==> config.mk <==
export PLATFORM = sky130hd
export DESIGN_NAME = cam_match_unit_flat
export DESIGN_NICKNAME = d
export VERILOG_FILES = /design/src/rtl/cam_match_unit_pkg.sv /design/src/rtl/cam_match_unit_if.sv /design/src/rtl/cam_match_unit_entry.sv /design/src/rtl/cam_match_unit.sv /design/src/flat_wrapper.sv
export SDC_FILE = /design/constraint.sdc
export NUM_CORES = 1
export LEC_CHECK = 0
export BUFFER_PORTS_ARGS = -buffer_cell sky130_fd_sc_hd__buf_2
export CORE_ASPECT_RATIO = 1.75
export CORE_MARGIN = 4
export CORE_UTILIZATION = 30
export CTS_BUF_LIST = sky130_fd_sc_hd__clkbuf_8
export CTS_CLUSTER_SIZE = 30
export DETAILED_ROUTE_END_ITERATION = 10
export GPL_TIMING_DRIVEN = 0
export PLACE_DENSITY = 0.55
export RECOVER_POWER = 25
export SLEW_MARGIN = 20
export SYNTH_ARGS = -nofsm -noshare
export SYNTH_HDL_FRONTEND = slang
export SYNTH_SLANG_ARGS = --single-unit
export TNS_END_PERCENT = 100
==> constraint.sdc <==
create_clock -name clk -period 4.6 [get_ports clk]
set_clock_uncertainty 0.2 [all_clocks]
set_input_delay 0.69 -clock clk [delete_from_list [all_inputs] [get_ports clk]]
set_output_delay 0.69 -clock clk [all_outputs]
set_load 0.02 [all_outputs]
==> src/rtl/cam_match_unit_pkg.sv <==
// Shared defaults and index-width helper for the CAM match unit.
package cam_match_unit_pkg;

    localparam int DEF_WIDTH = 8;
    localparam int DEF_DEPTH = 4;

    function automatic int clog2(input int n);
        int r;
        r = 0;
        for (int v = n - 1; v > 0; v = v >> 1) r++;
        return r;
    endfunction

endpackage

==> src/rtl/cam_match_unit_if.sv <==
// Update/lookup request and match result bundle of the CAM match unit.
interface cam_match_unit_if
    import cam_match_unit_pkg::*;
#(
    parameter int WIDTH = DEF_WIDTH,
    parameter int DEPTH = DEF_DEPTH,
    localparam int IDXW = clog2(DEPTH)
);
    logic             wr_en;
    logic [IDXW-1:0]  wr_idx;
    logic [WIDTH-1:0] wr_data;
    logic             inv_en;
    logic [IDXW-1:0]  inv_idx;
    logic             flush;
    logic             lk_valid;
    logic [WIDTH-1:0] lk_key;
    logic             out_valid;
    logic [DEPTH-1:0] match_vec;
    logic             hit;
    logic [IDXW-1:0]  hit_idx;
    logic             multi_hit;

    modport master (
        output wr_en, wr_idx, wr_data, inv_en, inv_idx, flush, lk_valid, lk_key,
        input  out_valid, match_vec, hit, hit_idx, multi_hit
    );

    modport slave (
        input  wr_en, wr_idx, wr_data, inv_en, inv_idx, flush, lk_valid, lk_key,
        output out_valid, match_vec, hit, hit_idx, multi_hit
    );
endinterface

==> src/rtl/cam_match_unit_entry.sv <==
// One CAM entry: valid flop, tag register and valid-gated equality compare.
module cam_entry #(
    parameter int WIDTH = 8
) (
    input  logic             clk,
    input  logic             rst,
    input  logic             set_valid,
    input  logic             clr_valid,
    input  logic [WIDTH-1:0] wr_data,
    input  logic [WIDTH-1:0] key,
    output logic             match
);
    logic             valid;
    logic [WIDTH-1:0] tag;

    // Set wins over clear so a write coinciding with flush/invalidate sticks.
    always_ff @(posedge clk or posedge rst) begin
        if (rst) begin
            valid <= 1'b0;
        end else if (set_valid) begin
            valid <= 1'b1;
        end else if (clr_valid) begin
            valid <= 1'b0;
        end
    end

    always_ff @(posedge clk) begin
        if (set_valid) tag <= wr_data;
    end

    assign match = valid & (&(~(tag ^ key)));
endmodule

==> src/rtl/cam_match_unit.sv <==
// CAM match unit: DEPTH tagged entries, registered one-hot match, hit index and multi-hit.
module cam_match_unit
    import cam_match_unit_pkg::*;
#(
    parameter int WIDTH = DEF_WIDTH,
    parameter int DEPTH = DEF_DEPTH,
    localparam int IDXW = clog2(DEPTH)
) (
    input logic              clk,
    input logic              rst,
    cam_match_unit_if.slave  bus
);
    logic [DEPTH-1:0] match_c;
    logic [IDXW-1:0]  idx_c;
    logic             hit_c;
    logic             multi_c;

    logic             out_valid_q;
    logic [DEPTH-1:0] match_q;
    logic             hit_q;
    logic [IDXW-1:0]  idx_q;
    logic             multi_q;

    for (genvar i = 0; i < DEPTH; i++) begin : g_entry
        logic set_i;
        logic clr_i;

        assign set_i = bus.wr_en && (bus.wr_idx == IDXW'(i));
        assign clr_i = bus.flush || (bus.inv_en && (bus.inv_idx == IDXW'(i)));

        cam_entry #(.WIDTH(WIDTH)) u_entry (
            .clk       (clk),
            .rst       (rst),
            .set_valid (set_i),
            .clr_valid (clr_i),
            .wr_data   (bus.wr_data),
            .key       (bus.lk_key),
            .match     (match_c[i])
        );
    end

    // Scan downward so the lowest matching index is the last assignment.
    always_comb begin
        idx_c = '0;
        for (int i = DEPTH - 1; i >= 0; i--) begin
            if (match_c[i]) idx_c = IDXW'(i);
        end
    end

    assign hit_c   = |match_c;
    assign multi_c = (match_c & (match_c - DEPTH'(1))) != '0;

    always_ff @(posedge clk or posedge rst) begin
        if (rst) begin
            out_valid_q <= 1'b0;
            match_q     <= '0;
            hit_q       <= 1'b0;
            idx_q       <= '0;
            multi_q     <= 1'b0;
        end else if (bus.lk_valid) begin
            out_valid_q <= 1'b1;
            match_q     <= match_c;
            hit_q       <= hit_c;
            idx_q       <= idx_c;
            multi_q     <= multi_c;
        end else begin
            out_valid_q <= 1'b0;
            match_q     <= '0;
            hit_q       <= 1'b0;
            idx_q       <= '0;
            multi_q     <= 1'b0;
        end
    end

    assign bus.out_valid = out_valid_q;
    assign bus.match_vec = match_q;
    assign bus.hit       = hit_q;
    assign bus.hit_idx   = idx_q;
    assign bus.multi_hit = multi_q;
endmodule
==> src/flat_wrapper.sv <==
// flat-port wrapper written by rule: the top's interface ports become plain ports
module cam_match_unit_flat import cam_match_unit_pkg::*;
#(
    parameter int WIDTH = DEF_WIDTH,
    parameter int DEPTH = DEF_DEPTH,
    localparam int IDXW = clog2(DEPTH)
)
  (clk, rst, bus_wr_en, bus_wr_idx, bus_wr_data, bus_inv_en, bus_inv_idx, bus_flush, bus_lk_valid, bus_lk_key, bus_out_valid, bus_match_vec, bus_hit, bus_hit_idx, bus_multi_hit);
  cam_match_unit_if #(.WIDTH(WIDTH), .DEPTH(DEPTH)) bus_i ();
  input logic clk;
  input logic rst;
  input wire logic [$bits(bus_i.wr_en)-1:0] bus_wr_en;
  input wire logic [$bits(bus_i.wr_idx)-1:0] bus_wr_idx;
  input wire logic [$bits(bus_i.wr_data)-1:0] bus_wr_data;
  input wire logic [$bits(bus_i.inv_en)-1:0] bus_inv_en;
  input wire logic [$bits(bus_i.inv_idx)-1:0] bus_inv_idx;
  input wire logic [$bits(bus_i.flush)-1:0] bus_flush;
  input wire logic [$bits(bus_i.lk_valid)-1:0] bus_lk_valid;
  input wire logic [$bits(bus_i.lk_key)-1:0] bus_lk_key;
  output wire logic [$bits(bus_i.out_valid)-1:0] bus_out_valid;
  output wire logic [$bits(bus_i.match_vec)-1:0] bus_match_vec;
  output wire logic [$bits(bus_i.hit)-1:0] bus_hit;
  output wire logic [$bits(bus_i.hit_idx)-1:0] bus_hit_idx;
  output wire logic [$bits(bus_i.multi_hit)-1:0] bus_multi_hit;
  assign bus_i.wr_en = bus_wr_en;
  assign bus_i.wr_idx = bus_wr_idx;
  assign bus_i.wr_data = bus_wr_data;
  assign bus_i.inv_en = bus_inv_en;
  assign bus_i.inv_idx = bus_inv_idx;
  assign bus_i.flush = bus_flush;
  assign bus_i.lk_valid = bus_lk_valid;
  assign bus_i.lk_key = bus_lk_key;
  assign bus_out_valid = bus_i.out_valid;
  assign bus_match_vec = bus_i.match_vec;
  assign bus_hit = bus_i.hit;
  assign bus_hit_idx = bus_i.hit_idx;
  assign bus_multi_hit = bus_i.multi_hit;
  cam_match_unit #(.WIDTH(WIDTH), .DEPTH(DEPTH)) u_core (.clk(clk), .rst(rst), .bus(bus_i));
endmodule
==> metrics.log <==
INFO  metric status = finished clean
INFO  metric dp_hpwl = 2850 um
INFO  metric setup-tns-final = 0 ns
INFO  metric critical_path_class = in -> reg
INFO  metric p_seq_share = just over 60%
INFO  metric tritoncts = yes
INFO  metric multi_input_gate_area_in_the_final_layout = 579 um2
INFO  metric synth_adder_area_share = 0.513%
INFO  metric post_drt_via_cell_ratio = 4.32
INFO  metric floorplan.die_area = 7910 um2
INFO  metric max_slew.worst_pin.slew = about 0.95 ns
INFO  metric synthesis.area = 1950 um2
INFO  metric floorplan.die.width = a little under 70 um
INFO  metric worstPathRequired = ~4.6 ns
INFO  metric place_congestion = approximately 0.72
INFO  metric switching_part_of_the_total = 22.1%
INFO  metric grt_pass1_wl = 5580 um
INFO  metric layout.core_utilization = 36.1%
INFO  metric combinationalPowerShare = under 10%
INFO  metric timing_max_transition_violations_final = 0
INFO  metric critPathArrivalTime = 1.91 ns
INFO  metric synth-seq-area-share = 65.9%
INFO  metric synth_area_leader_cell = edfxtp_1
INFO  metric synth-seq-cells = 45
INFO  metric rsz0062_at_grt = no
INFO  metric cts_post_setup_buffers_inserted = 0
INFO  metric synth_largest_type_area_fraction = 49.3%
INFO  metric vdd_ir_drop_max = 0.0000887 V
INFO  metric largest_family_of_logic_cells_by_synthesized_area = XOR/XNOR gates
INFO  metric inst_count_dp = 236
INFO  metric rr_startpoint = u_core.g_entry[3].u_entry.tag[0]
INFO  metric num-fill-cells = between 600 and 700
INFO  metric layout-drive-gt1-share = 29.3%
INFO  metric via_count_of_the_first_global_routing_pass = 1,140
INFO  metric core_region_area = between 6000 and 7000 um2
INFO  metric synth_area_per_cell = roughly 15 um2
INFO  metric startpoint_type = primary input
INFO  metric p_int = 0.000592 W
INFO  metric post_synth_num_cell_types = 26
INFO  metric synth_mux_area_share = 0%
INFO  metric grt_remaining_overflow = 0
INFO  metric seqCellArea = 1290 um2
INFO  metric n_antenna_cell = 0
INFO  metric yosysWarningCount = 0
INFO  metric groute.usage.overall = 10.2%
INFO  metric flow.area_growth_from_synthesis = 16.2%
INFO  metric cts_root_buf = clkbuf_8
INFO  metric cts-hold-fix-buffers = 0
INFO  metric cts_sinks = 45
INFO  metric timing.critical_path.cells = buf_4 > xnor2_1 > nand4_1 > nor3_2 > maj3_1 > o211a_1
INFO  metric via_count = 1,055
INFO  metric clkTransAtPathRegs = 0.08 ns
INFO  metric clk-insertion-delay-late = about 0.29 ns
INFO  metric worst_path_max_delay_cell = xnor2_1
INFO  metric power_dens_cells = 335 nW/um2
INFO  metric sw_pwr = approximately 0.00017 W
INFO  metric num_io_pins = 35
INFO  metric finalWirelength = 3490 um
INFO  metric crit_path_end = u_core.bus.multi_hit
INFO  metric most-common-layout-cells = 32 x xnor2_1, 32 x edfxtp_1, 19 x buf_2, 13 x dfrtp_1, 7 x clkbuf_1
INFO  metric achievable-frequency = approximately 0.53 GHz
INFO  metric complex_gate_fraction_of_the_synthesized_area = 3.08%
INFO  metric route.detailed.drc = 0
INFO  metric postSynthNetCount = between 150 and 200
INFO  metric initial_utilization = 31.1%
INFO  metric number_of_setup_violations_in_the_final_report = 0
INFO  metric netlist_instances = 129
INFO  metric worstReg2RegEnd = u_core.bus.multi_hit
INFO  metric hold_viol = 0
INFO  metric worst-path-max-fanout = 5
INFO  metric crit_path_start = bus_lk_key[0]
INFO  metric std_cell_rows = 38
INFO  metric final_cells = roughly 240
INFO  metric pin_count_of_the_biggest_net_entering_global_routing = 14
INFO  metric die_height = 115 um
INFO  metric finalCritPeriodShare = 40.8%
INFO  metric max-clock-path-buffers = 2
INFO  metric synth_area_leaders = edfxtp_1 49%, dfrtp_1 17%, xnor2_1 14%, buf_6 3.5%, nor3_2 2.1%
INFO  metric cts_inserted_buffers = 5
INFO  metric cp_slowest_stage_delay = 0.26 ns
INFO  metric htreeDepth = 2
INFO  metric cap_viol_max_count = 0
INFO  metric post_cts_resized = 0
INFO  metric wl_per_cell = 14.3 um
INFO  metric pwr-share-clk = 29.8%
INFO  metric worst_setup_path_end_kind = flop
INFO  metric slew_headroom = 36.6%
INFO  metric fin_nets = 189
INFO  metric final_period_minus_worst_setup_slack = 1.87 ns
INFO  metric synth_xor_xnor_area_share = 14.4%
INFO  metric reg2reg_setup_slack = 2.85 ns
INFO  metric hold_path.class = in -> async
INFO  metric synth_simple_gate_area_share = a little under an eighth
INFO  metric initial_antenna_violation_count = 0
INFO  metric port-buffer-count = 26
INFO  metric ant_nets = 0
INFO  metric worstRegToRegCells = 5
INFO  metric detail_route.iter0.violations = 30
INFO  metric drt_pass1_iterations = 4
INFO  metric static-leakage-power = 0.850 nW
-- metrics by stage --
stage | hold slack, ns | total power, W | area, um2 | setup WS, ns
floorplan | 0.284 | 0.000518 | 1950 | 2.59
global placement | 0.296 | 0.000542 | 2180 | 1.90
detailed placement | 0.326 | 0.000545 | 2190 | 2.34
CTS | 0.210 | 0.000774 | 2280 | 2.65
global route | 0.256 | 0.000797 | 2270 | 2.60
finish | 0.201 | 0.000760 | 2270 | 2.73
-- sequential cells by signal, summed over array words and instances, names as in the netlist --
register / count
u_core.bus.hit_idx: 2
u_core.bus.match_vec: 4
u_core.bus.out_valid: 1
u_core.g_entry.u_entry.valid: 4
u_core.bus.multi_hit: 1
u_core.bus.hit: 1
u_core.g_entry.u_entry.tag: 32
-- per-layer routing --
metal | GRT usage (%) | vias up | share of wire (%)
met3 | 2.55 | 6 | 4.8
met2 | 19.2 | 25 | 61
met1 | 9.26 | 509 | 32
li1 | - | 515 | -
met5 | 0 | - | 0
met4 | 5.47 | 0 | 2.4
-- kinds of logic (layout without fill, tap and decap cells) --
family / count (synthesis) / in the layout
flops: 45 / 45
simple gates: 34 / 34
xor+xnor: 32 / 32
buf+inv: 10 / 45
compound gates: 7 / 7
fa+ha+maj: 1 / 1
-- cell usage after synthesis --
cell,instances
and3b_1,1
inv_1,2
dfrtp_1,13
edfxtp_1,32
nand3_1,5
nand4_2,1
a31o_2,4
nand4_1,3
nand2_2,1
nand2_1,4
and3_1,1
and2_2,1
nor3_2,4
nor2_1,2
nor3b_1,2
maj3_1,1
buf_6,6
and2_1,3
xnor2_1,32
or3_1,1
nand3b_1,2
buf_4,2
or3b_2,1
o211a_1,1
nor2b_1,2
o21a_1,2
-- power groups by stage --
| stage | clock network [W] | registers [W] | logic (W) |
|---|---|---|---|
| 2_1_floorplan | 0 | 0.000469 | 0.0000494 |
| 3_3_place_gp | 0 | 0.000470 | 0.0000725 |
| 3_5_place_dp | 0 | 0.000470 | 0.0000750 |
| 4_1_cts | 0.000237 | 0.000461 | 0.0000754 |
| 5_1_grt | 0.000254 | 0.000463 | 0.0000801 |
| 6_report | 0.000227 | 0.000461 | 0.0000720 |
-- worst min-delay path by stage --
stage / startpoint / endpoint / slack, ns
global route: rst / u_core.bus.match_vec[2] / 0.26
finish: rst / u_core.g_entry[0].u_entry.valid / 0.20
floorplan: u_core.g_entry[0].u_entry.valid / u_core.g_entry[0].u_entry.valid / 0.28
CTS: rst / u_core.bus.match_vec[2] / 0.21
global placement: u_core.g_entry[0].u_entry.valid / u_core.g_entry[0].u_entry.valid / 0.30
detailed placement: u_core.g_entry[2].u_entry.valid / u_core.g_entry[2].u_entry.valid / 0.33
-- layout make-up --
class                      count  area share, %
sequential                    45           56.7
clock buffer                   5           3.04
clock inverter                 3          0.607
tap                           80           4.42
inverter                       2          0.331
multi-input combinational     74           25.6
timing repair buffer          27           5.68
buffer                         8           3.64
-- worst max-delay path: cells and delay by family --
kind / cells / cell delay, ns
buffers and inverters: 1 / 0.13
AOI/OAI and AO/OA: 1 / 0.14
and+or+nand+nor: 2 / 0.46
xor gates and xnor gates: 1 / 0.26
adders and majority gates: 1 / 0.22
(Power assumes the default switching activity.)
